## config.mk

```make
export PLATFORM = sky130hd
export DESIGN_NAME = cnn_argmax_readout
export DESIGN_NICKNAME = d
export VERILOG_FILES = /design/src/rtl/cnn_pkg.sv /design/src/rtl/argmax_cmp.sv /design/src/rtl/cnn_argmax_readout.sv
export SDC_FILE = /design/constraint.sdc
export NUM_CORES = 1
export LEC_CHECK = 0
export CAP_MARGIN = 10
export CORE_AREA = 4 4 84 86
export DETAILED_ROUTE_END_ITERATION = 10
export DIE_AREA = 0 0 88 90
export GPL_TIMING_DRIVEN = 0
export PLACE_DENSITY_LB_ADDON = 0.2
export SYNTH_ARGS = -nofsm -noshare
export SYNTH_HDL_FRONTEND = slang
export SYNTH_SLANG_ARGS = --single-unit
```

## constraint.sdc

```tcl
create_clock -name clk -period 2.1 [get_ports clk]
set_clock_uncertainty 0.1 [all_clocks]
set_input_delay 0.21 -clock clk [delete_from_list [all_inputs] [get_ports clk]]
set_output_delay 0.21 -clock clk [all_outputs]
set_load 0.05 [all_outputs]
```

## src/rtl/cnn_pkg.sv

```systemverilog
// cnn_pkg: state encoding and memory-map constants shared by the CNN layer sequencer and the arg-max readout
package cnn_pkg;
    typedef enum logic [1:0] {IDLE, ISSUE, DRAIN, HOLD} argmax_state_t;
    localparam int CNN_WIDTH      = 16;
    localparam int CNN_DECIMAL    = 8;
    localparam int CNN_MEMADDRBIT = 20;
    localparam int FC2_OUTADDR    = 572414;
    localparam int FC2_NUM_CLASS  = 10;
endpackage

```

## src/rtl/argmax_cmp.sv

```systemverilog
// argmax_cmp: registered running-max unit (optional runner-up tracking under ARGMAX_TOP2_EN)
// Ports: clk, rst (sync active-low), en (sample valid), load_first (first sample of a run),
//        sample/idx in; max_score/max_idx out; second_score/second_idx out when ARGMAX_TOP2_EN is defined.
module argmax_cmp import cnn_pkg::*; #(
    parameter int WIDTH = CNN_WIDTH,
    parameter int IDXW  = 4
) (
    input  logic                    clk,
    input  logic                    rst,
    input  logic                    en,
    input  logic                    load_first,
    input  logic signed [WIDTH-1:0] sample,
    input  logic        [IDXW-1:0]  idx,
    output logic signed [WIDTH-1:0] max_score,
    output logic        [IDXW-1:0]  max_idx
`ifdef ARGMAX_TOP2_EN
    ,
    output logic signed [WIDTH-1:0] second_score,
    output logic        [IDXW-1:0]  second_idx
`endif
);
    logic take;
    // strict compare keeps the lowest index on ties
    assign take = load_first || sample > max_score;
    always_ff @(posedge clk) begin
        if (!rst) begin
            max_score <= '0;
            max_idx   <= '0;
        end else if (en && take) begin
            max_score <= sample;
            max_idx   <= idx;
        end
    end
`ifdef ARGMAX_TOP2_EN
    logic second_vld;
    always_ff @(posedge clk) begin
        if (!rst) begin
            second_score <= '0;
            second_idx   <= '0;
            second_vld   <= 1'b0;
        end else if (en) begin
            if (load_first) begin
                second_score <= '0;
                second_idx   <= '0;
                second_vld   <= 1'b0;
            end else if (take) begin
                second_score <= max_score;
                second_idx   <= max_idx;
                second_vld   <= 1'b1;
            end else if (!second_vld || sample > second_score) begin
                second_score <= sample;
                second_idx   <= idx;
                second_vld   <= 1'b1;
            end
        end
    end
`endif
endmodule

```

## src/rtl/cnn_argmax_readout.sv

```systemverilog
// cnn_argmax_readout: scans the FC2 scores in BRAM after cnn_finish and presents the arg-max on valid/ready
// Ports: clk, rst (sync active-low), cnn_finish (start pulse), mem_rd_en/mem_rd_addr/mem_rd_data (BRAM read port),
//        busy, result_valid/result_ready (handshake), class_idx/class_score (result), overrun (start dropped in HOLD).
// Optional: ARGMAX_TOP2_EN adds second_idx/second_score (runner-up).
module cnn_argmax_readout import cnn_pkg::*; #(
    parameter int WIDTH      = CNN_WIDTH,
    parameter int DECIMAL    = CNN_DECIMAL,
    parameter int MEMADDRBIT = CNN_MEMADDRBIT,
    parameter int NUM_CLASS  = FC2_NUM_CLASS,
    parameter int BASE_ADDR  = FC2_OUTADDR,
    parameter int RD_LAT     = 1,
    parameter int IDXW       = 4
) (
    input  logic                  clk,
    input  logic                  rst,
    input  logic                  cnn_finish,
    output logic                  mem_rd_en,
    output logic [MEMADDRBIT-1:0] mem_rd_addr,
    input  logic [WIDTH-1:0]      mem_rd_data,
    output logic                  busy,
    output logic                  result_valid,
    input  logic                  result_ready,
    output logic [IDXW-1:0]       class_idx,
    output logic [WIDTH-1:0]      class_score,
    output logic                  overrun
`ifdef ARGMAX_TOP2_EN
    ,
    output logic [IDXW-1:0]       second_idx,
    output logic [WIDTH-1:0]      second_score
`endif
);
    localparam logic [IDXW-1:0] LAST = IDXW'(NUM_CLASS - 1);
    if (RD_LAT < 1 || RD_LAT > 2 || NUM_CLASS < 1 || DECIMAL >= WIDTH || (1 << IDXW) < NUM_CLASS) begin : g_cfg_bad
        $error("cnn_argmax_readout: unsupported parameter set");
    end
    argmax_state_t   state;
    logic [IDXW-1:0] cnt;
    logic            first;
    logic [RD_LAT-1:0] vld;
    logic [IDXW-1:0]   tag [RD_LAT];
    logic              tap;
    logic [IDXW-1:0]   tap_idx;
    assign tap     = vld[RD_LAT-1];
    assign tap_idx = tag[RD_LAT-1];
    assign busy    = state == ISSUE || state == DRAIN;
    // read-valid pipeline: each strobe carries its class index until its data returns
    always_ff @(posedge clk) begin
        if (!rst) begin
            vld <= '0;
            for (int i = 0; i < RD_LAT; i++) tag[i] <= '0;
        end else begin
            vld[0] <= mem_rd_en;
            tag[0] <= cnt;
            for (int i = 1; i < RD_LAT; i++) begin
                vld[i] <= vld[i-1];
                tag[i] <= tag[i-1];
            end
        end
    end
    always_ff @(posedge clk) begin
        if (!rst) begin
            state        <= IDLE;
            cnt          <= '0;
            first        <= 1'b0;
            mem_rd_en    <= 1'b0;
            mem_rd_addr  <= '0;
            result_valid <= 1'b0;
            overrun      <= 1'b0;
        end else begin
            overrun <= state == HOLD && cnn_finish;
            if (tap) first <= 1'b0;
            case (state)
                IDLE: if (cnn_finish) begin
                    state       <= ISSUE;
                    cnt         <= '0;
                    first       <= 1'b1;
                    mem_rd_en   <= 1'b1;
                    mem_rd_addr <= MEMADDRBIT'(BASE_ADDR);
                end
                ISSUE: if (cnt == LAST) begin
                    state     <= DRAIN;
                    mem_rd_en <= 1'b0;
                end else begin
                    cnt         <= cnt + 1'b1;
                    mem_rd_addr <= mem_rd_addr + 1'b1;
                end
                // the running max updates on this same edge, so valid rises with the final result
                DRAIN: if (tap && tap_idx == LAST) begin
                    state        <= HOLD;
                    result_valid <= 1'b1;
                end
                HOLD: if (result_ready) begin
                    state        <= IDLE;
                    result_valid <= 1'b0;
                end
                default: state <= IDLE;
            endcase
        end
    end
    argmax_cmp #(.WIDTH(WIDTH), .IDXW(IDXW)) u_cmp (
        .clk         (clk),
        .rst         (rst),
        .en          (tap),
        .load_first  (first),
        .sample      (mem_rd_data),
        .idx         (tap_idx),
        .max_score   (class_score),
        .max_idx     (class_idx)
`ifdef ARGMAX_TOP2_EN
        ,
        .second_score(second_score),
        .second_idx  (second_idx)
`endif
    );
endmodule

```

* Word level (Yosys, flattened, before mapping)
Memories as Yosys holds them, arrays and structs flattened.
Index checks and enable logic that the tools add are counted.
** Storage, ports and cells
- Bits in registers :: 51
- RAM bits :: 4
- Input bits :: 20
- Output and inout port bits :: 44
- Logic and storage cells :: 61
- Memories kept :: 1
** Cells by class
- $add $sub $neg :: 2
- $lt $le $gt $ge :: 1
- Equality and inequality tests :: 10
- Multiplexer cells :: 24
- Reduce and logical (&&, ||, !) cells :: 13
** Memory list
- tag :: depth 1, width 4, rd ports 1, clocked after Yosys merged registers in 0, write ports 1, RTL line cnn_argmax_readout.sv:40 : logic [IDXW-1:0] tag [RD_LAT];
** Operators with widths (number)
- 20-bit 2-to-1 mux :: 2
- 20-bit case mux with 2 select lines :: 1
- 20-bit by 1-bit adder with 20-bit output, second input constant :: 1
- 16-bit greater-than comparator :: 1
- 4-bit 2-to-1 mux :: 3
- 1-bit 2-to-1 mux :: 10
- 3-bit AND reduction :: 3
- 4-bit == test, second input constant :: 2
- 2-bit 2-to-1 mux :: 4
- 2-bit case mux with 4 select lines :: 1
- 4-bit case mux with 2 select lines :: 1
- 2-bit inequality test, second input constant :: 3
- 4-bit by 1-bit adder with 4-bit output, second input constant :: 1
- 2-bit == test, second input constant :: 2
- 2-bit by 1-bit inequality test with 1-bit output, second input constant :: 2
- 1-bit case mux with 2 select lines :: 2
- 4-bit AND reduction :: 1
- 2-bit nonzero test :: 2
- 4-bit OR reduction :: 1
- 1-bit logical AND :: 3
- 2-bit by 1-bit == test with 1-bit output, second input constant :: 1
- 2-bit zero test :: 1
- 1-bit logical OR :: 2

* Logic depth before layout (Yosys ltp)
Gate-level depths: netlist of the first run.
- Depth in word-level cells :: 4
- Depth in mapped cells :: 9
- Depth with buffers taken out :: 8

* Modules after synthesis
From an unflattened synthesis of the first run, not the netlist that was laid out.
** Unflattened totals
- Cell total of the unflattened synthesis :: 333
- Area total of the unflattened synthesis :: 2927.8 µm²
** Modules (own cells, without submodules)
- cnn_argmax_readout :: instances 1, cells each 188, area each 1686.6 µm², seq. area each 700.7 µm²
- argmax_cmp :: instances 1, cells each 145, area each 1241.2 µm², seq. area each 400.4 µm²

* Least setup slack after synthesis of the first run
Ideal clock, no wire load.
- Path type :: flip-flop to flip-flop
- Start :: register u_cmp.max_score[1]
- End :: register u_cmp.max_idx[0]
- Setup time :: 0.072 ns
- Arrival :: 2.335 ns
- Data required time :: 1.928 ns
- Path slack :: -0.407 ns
- Cell stages (with the launch flop) :: 10
- Buffers on the path :: 1
- Clock period less this slack :: 2.507 ns
- Path through :: dfxtp_1 > inv_1 > ha_1 > nor2b_1 > o211ai_1 > a21boi_2 > a211o_2 > a211oi_2 > buf_6 > mux2i_1
** Between the ends
- Cells in the longest elaborated chain, start to end :: 3
** Ends and longest elaborated chain
- from (decl) :: RTL line argmax_cmp.sv:14 : output logic signed [WIDTH-1:0] max_score,
- from (signal assigned) :: RTL line argmax_cmp.sv:30 : max_score <= sample;
- 16-bit greater-than comparator :: RTL line argmax_cmp.sv:24 : assign take = load_first || sample > max_score;
- 1-bit logical OR :: RTL line argmax_cmp.sv:24
- 1-bit logical AND :: RTL line argmax_cmp.sv:29 : end else if (en && take) begin
- to (signal assigned) :: RTL line argmax_cmp.sv:31 : max_idx <= idx;
- to (decl) :: RTL line argmax_cmp.sv:15 : output logic [IDXW-1:0] max_idx
Every way passes these cells.
A chain may end at the register's enable or synchronous reset.

* Worst setup path after layout of the first run
- Start :: register u_cmp.max_score[10]
- End :: register u_cmp.max_score[3]
** Between the ends
- Cells in the longest elaborated chain, start to end :: 3
** Ends and longest elaborated chain (RTL line)
- 16-bit greater-than comparator :: argmax_cmp.sv:24
- 1-bit logical OR :: argmax_cmp.sv:24
- 1-bit logical AND :: argmax_cmp.sv:29
Every way passes these cells.

==> results of run 1 <==
[state kept, by name, indices dropped and copies added (netlist names)]
name,flops
mem_rd_addr,20
u_cmp.max_score,16
cnt,4
tag,4
u_cmp.max_idx,4
state,2
first,1
mem_rd_en,1
overrun,1
result_valid,1
tap,1
[area by class of cell]
cell class / instances / area share, %
plain buffers: 11 / 1.69
clock buffers: 7 / 2.20
clock inverters: 1 / 0.223
inverters: 22 / 2.17
multi-input cells: 228 / 42.9
flip-flops and latches: 55 / 29.5
well taps: 77 / 2.45
repair buffers: 76 / 18.9
[critical path: stages (launching register included)]
cell and delay, ns:
dfxtp_4 0.37, inv_4 0.03, ha_4 0.25, nand4_1 0.18, nor4_2 0.35, a21boi_2 0.24
a211oi_2 0.06, a211oi_2 0.16, buf_4 0.18, buf_12 0.14, mux2i_1 0.18
[logic make-up after synthesis]
family	after synthesis
buffers and inverters	33
adders and majority gates	23
muxes	23
and+or+nand+nor	121
DFF	55
xor gates and xnor gates	20
AOI/OAI and AO/OA	41
[cells in the mapped netlist (all sizes together)]
cell type	n
a2111oi	2
a211o	1
a211oi	5
a21boi	5
a21o	1
a21oi	20
and2	6
and3	4
buf	3
clkbuf	8
dfxtp	55
ha	23
inv	22
mux2	1
mux2i	22
nand2	53
nand2b	5
nand3	19
nand4	6
nor2	19
nor2b	3
nor3	1
nor4	2
nor4b	1
o211ai	1
o21a	2
o21ai	3
o221a	1
or2	2
xnor2	4
xor2	16
[placed cells by master, fill, tap and decap left out, types with 9 or more instances in the layout]
cell type and n:
ha_1 16, dfxtp_1 35, nand3_1 19, a21oi_1 19
inv_1 17, nor2_1 19, dfxtp_4 13, clkbuf_1 9
buf_4 11, nand2_1 53, xor2_1 16, clkdlybuf4s50_1 58
mux2i_1 22
[path summary, 6_finish.rpt]
check             slack, ns             endpoint  cells after the start                 from
setup / recovery      -0.23   u_cmp.max_score[3]                     10  u_cmp.max_score[10]
hold / removal         0.20  u_cmp.max_score[12]                      3                  rst
hold reg to reg        0.37   u_cmp.max_score[2]                      2   u_cmp.max_score[2]
setup reg to reg      -0.23   u_cmp.max_score[3]                     10  u_cmp.max_score[10]
[power breakdown]
group	internal (W)	total [W]	leakage, nW	switching (W)
clock	0.000271	0.000621	0.0484	0.000349
sequential	0.00124	0.00142	0.462	0.000180
combinational	0.000724	0.00194	0.922	0.00121
[routing by layer]
metal | up-vias | routed length (um) | global-route usage [%]
li1 | 1232 | - | -
met1 | 1122 | 3030 | 22.9
met2 | 40 | 3100 | 26.8
met3 | 8 | 275 | 3.38
met4 | 0 | 82 | 5.12
met5 | - | 0 | 0
[what timing repair did]
item	4_1_cts	5_1_grt
gates resized for setup	14	11
setup buffers	11	2
hold endpoints to repair	0	0
pin swaps	2	3
endpoints found under the setup margin	38	35
gates cloned	1	0
[per-stage QoR]
step	std cells	power, W	TNS, ns	hold WS, ns
2_1_floorplan	316	0.00272	-1.08	0.242
3_3_place_gp	455	0.00324	-10.79	0.348
3_5_place_dp	455	0.00326	-11.94	0.356
4_1_cts	475	0.00397	-2.64	0.188
5_1_grt	477	0.00422	-7.65	0.234
6_report	477	0.00398	-4.24	0.197
==> run metrics, run 1 <==
Rows=29; vias in the first global route=2343; Tcrit/Tclk final=111%; CTS root buf=clkbuf_8; Antenna Cells=0; Max-Cap Viols=0; relative slew slack=65.7%; Clock Latency Late Sink=between 0.3 and 0.4 ns; Fillers=544; DP Area=approximately 3600 um^2; remaining antenna violation count=0; Setup Viol. Count Final=20; design area=3930 um^2; Mapped Cells=316; final core utilization=62.5%; Final Hold Viols=0; Arr. time, crit path=2.46 ns; Clock Pin Slew Worst Setup and Hold Paths=0.10 ns; final max-slew violation count=0; failing checks=setup timing; CP endpoint kind=register; post-synthesis adder-cell area fraction=approximately a tenth; CTS H-tree lvls=2; CTS tree=yes; Post-Syn Area=2800 um^2; Avg Cell Area, Syn=8.87 um^2; Cell variety after synth=38; min cycle time layout=2.33 ns; Layout Nets=442; RSZ-0062 raised after global routing=true; final WL=6.49 mm; worst-path maximum fanout=10; flops & latches, synth=55; Placer Congestion=0.827; HPWL after DPL=4.79 mm; Clock Path Buffers=2; worst hold path type=in2reg; VDD IR max=0.00104 V; Core Area=6280 um^2; Multi-input gate area=1680 um^2; main combinational cell family by area after synthesis=simple AND/OR/NAND/NOR gates; top cells by area, synth=dfxtp_1 39%, ha_1 10%, mux2i_1 7.9%; Yosys top cell by area=dfxtp_1; total global-route track usage=16.9%; Starting Density=44.6%; Leak=1.43 nW; post-synthesis sequential area ratio=39.3%; sequential cell area=1160 um^2; drt drc=0; simple-gate share of the synthesized area=20.2%; die height=90 um; Area Overhead vs Synth=40.0%; via count=approximately 2400; initial antenna violation count=0; layout cell share with drive strength beyond 1=18.5%; die span in x=88 um; Initial DRC Count=100; Yosys warning total=0; Routed WL per cell=13.6 um; GR Overflow Total=0; die area=7920 um^2; mux share of post-synthesis cell area=8.26%; Worst Tran Pin Value=0.513 ns; CP Launch Type=register; Final WS setup=-0.226 ns; XOR/XNOR Fraction of Synth Area=6.25%; largest net degree at the start of global routing=17; power density cells=1010 nW/um^2; first-pass GRT wire length=around 11 mm; compound-cell area share of the yosys netlist=10.7%; # IOs=64; syn_nets=359; pre-CTS setup slack=-0.523 ns; drt first pass iters=4; Sink Count=55; kind of critical path=reg2reg; status=finished, violations left; CTS Buf Count=5; Worst EP required=2.23 ns; Hold-fix buffers, CTS=0; top cell type's share of synthesized area=39.3%; DR vias/cell=5.04; Max Clk Rate=430 MHz; IO Port Bufs=62
Power figures use the tool's default switching activity.
==> inputs of run 2 (changes only) <==
- CAP_MARGIN: 10 -> unset
- PLACE_DENSITY: unset -> 0.85
- PLACE_DENSITY_LB_ADDON: 0.2 -> unset
==> run 2 against run 1 <==
Effect of this change:
- the flow still finishes with violations (setup timing)
- fmax is 1.0% lower
- count of clock-buffer cells in the layout is 2 lower
- setup slack worse by 0.025 ns
- wire length is 3.2% higher
- first-iteration DRC count is 1.0% higher
- register-to-register slack worse by 0.02 ns
- die area stayed put
==> run metrics, run 2 (synthesis results as in run 1) <==
CP Launch Type=input pin; die area=7920 um^2 (unchanged); crit path cell chain=clkdlybuf4s50_1, ha_4, nand4_1, nor4_2, a21boi_2, a211oi_2, a211oi_2, buf_4, buf_6, mux2i_1; RR Startpoint=u_cmp.max_score[8]; min cycle time layout=2.35 ns (+0.0247 ns); worst-path maximum fanout=5 (-5); Clock Pin Slew Worst Setup and Hold Paths=0.10 ns (about the same); met1 Track Usage GR=22.0% (-0.97 points); Clock Latency Late Sink=0.32 ns (about the same); Biggest register=mem_rd_addr; VDD IR max=0.000757 V (-27%); Max Clk Rate=425 MHz (-1.0%); Starting Density=44.6% (unchanged); final max-slew violation count=0 (unchanged); commonest non-fill, non-tap cells in the layout=58 x clkdlybuf4s50_1, 53 x nand2_1, 34 x dfxtp_1, 22 x mux2i_1; post-route setup TNS=-4.04 ns (+0.207 ns); # IOs=64 (unchanged); Hold Startpoint=rst; max reg flops=20 (unchanged); Setup Viol. Count Final=20 (unchanged); CTS root buf=clkbuf_8; Tcrit/Tclk final=112% (+1.2 points); remaining antenna violation count=0 (unchanged); Worst Tran Pin Value=0.531 ns (+0.0178 ns); Area Overhead vs Synth=38.9%; RSZ-0062 raised after global routing=true; Placer Congestion=0.803 (-3.0%); worst r2r path cells=10 (unchanged); Rows=29 (unchanged); total global-route track usage=17.5% (+0.55 points); Hold-fix buffers, CTS=0 (unchanged); Initial DRC Count=101 (+1.0%); GRT busiest layer=met2; power density cells=1020 nW/um^2 (+0.73%); Core Area=6280 um^2 (unchanged); Clock Path Buffers=2 (unchanged); IO Port Bufs=62 (unchanged); DR vias/cell=5.13 (+1.9%); first-pass GRT wire length=11.2 mm (+2.1%); Max-Cap Viols=0 (unchanged); final core utilization=62.0% (-0.50 points); met3 usage=3.47% (+0.091 points); CP max stage cell=clkdlybuf4s50_1; vias in the first global route=2443 (+4.3%); hold path cells=3 (unchanged); worst hold path type=in2reg; Leak=1.43 nW (+0.11%); reg-to-reg critical path endpoint=u_cmp.max_score[11]; CTS tree=yes; Final WS setup=-0.251 ns (-0.0247 ns); failing checks=setup timing; CTS Buf Count=5 (unchanged); initial antenna violation count=0 (unchanged); Antenna Cells=0 (unchanged); delay-heaviest family, CP=buffers and inverters; GR Overflow Total=0 (unchanged); drt first pass iters=4 (unchanged); status=finished, violations left; hold path endpoint=u_cmp.max_score[12]; largest net degree at the start of global routing=19 (+2); Routed WL per cell=14.0 um (+2.9%); CP endpoint kind=register; HPWL after DPL=4.88 mm (+2.0%); drt drc=0 (unchanged); Worst Path Buf+Inv=3 (unchanged); Final Hold Viols=0 (unchanged); kind of critical path=in2reg; Worst EP required=2.23 ns (about the same); worst hold margin=0.195 ns (-0.00165 ns); die span in x=88 um (unchanged); M2 GR Usage=30.3% (+3.5 points); layout cell share with drive strength beyond 1=19.2% (+0.70 points); Arr. time, crit path=2.48 ns (+0.02 ns); CTS H-tree lvls=2 (unchanged); Crit path largest cell delay=0.46 ns (+0.09 ns); Largest regs=mem_rd_addr: 20 flops, u_cmp.max_score: 16 flops; Sink Count=55 (unchanged); die height=90 um (unchanged); via count=2452 (+2.1%); final WL=6.69 mm (+3.2%); CP most frequent cell=a211oi_2; relative slew slack=64.5% (-1.2 points); commonest non-fill, non-tap cell in the layout=clkdlybuf4s50_1; slack of the worst reg-to-reg path=-0.25 ns (-0.02 ns); Layout Nets=443 (+0.23%)
run 2: what timing repair did:
action / in CTS / in global routing
cloned: 2 / 0
setup endpoints to repair: 39 / 39
buffers inserted: 12 / 1
resized for setup: 10 / 11
pin swaps: 1 / 3
run 2: power breakdown:
group          leakage [nW]  internal (W)  switching (W)
clock                0.0486      0.000241       0.000375
combinational         0.923      0.000713        0.00122
sequential            0.462       0.00125       0.000184
run 2: worst max-delay path by stage:
stage	startpoint	to	slack (ns)	cells after the start
after floorplan	u_cmp.max_score[10]	u_cmp.max_score[0]	-0.06	9
after global routing	u_cmp.max_score[10]	u_cmp.max_score[4]	-0.41	10
final	mem_rd_data[8]	u_cmp.max_score[11]	-0.25	10
after detailed placement	mem_rd_data[10]	u_cmp.max_score[4]	-0.55	9
after CTS	u_cmp.max_score[10]	u_cmp.max_score[11]	-0.22	10
after global placement	mem_rd_data[10]	u_cmp.max_score[9]	-0.45	9
run 2: stage by stage:
stage	setup WS, ns	cells	area, um^2	power (W)
3_3_place_gp	-0.455	455	3640	0.00323
4_1_cts	-0.219	477	3860	0.00395
6_report	-0.251	478	3890	0.00398
2_1_floorplan	-0.0551	316	2920	0.00272
5_1_grt	-0.410	478	3890	0.00422
3_5_place_dp	-0.554	455	3640	0.00327
run 2: tightest hold or removal path, stage by stage:
cell and delay [ns]:
clkbuf_1 0.19, nand2_1 0.12, mux2i_1 0.06
run 2: per-layer routing:
metal / vias up / wire length (um)
met4: 0 / 65
met5: - / 0
met2: 47 / 3460
met3: 6 / 278
li1: 1232 / -
met1: 1167 / 2890
run 2: cell type report:
class | count | area (um^2)
clock buffer | 5 | 68.8
buffer | 11 | 57.6
tap | 77 | 96.3
inverter | 22 | 85.1
fill | 509 | 2380
timing repair buffer | 77 | 723
sequential | 55 | 1160
multi-input combinational | 228 | 1680
clock inverter | 3 | 23.8
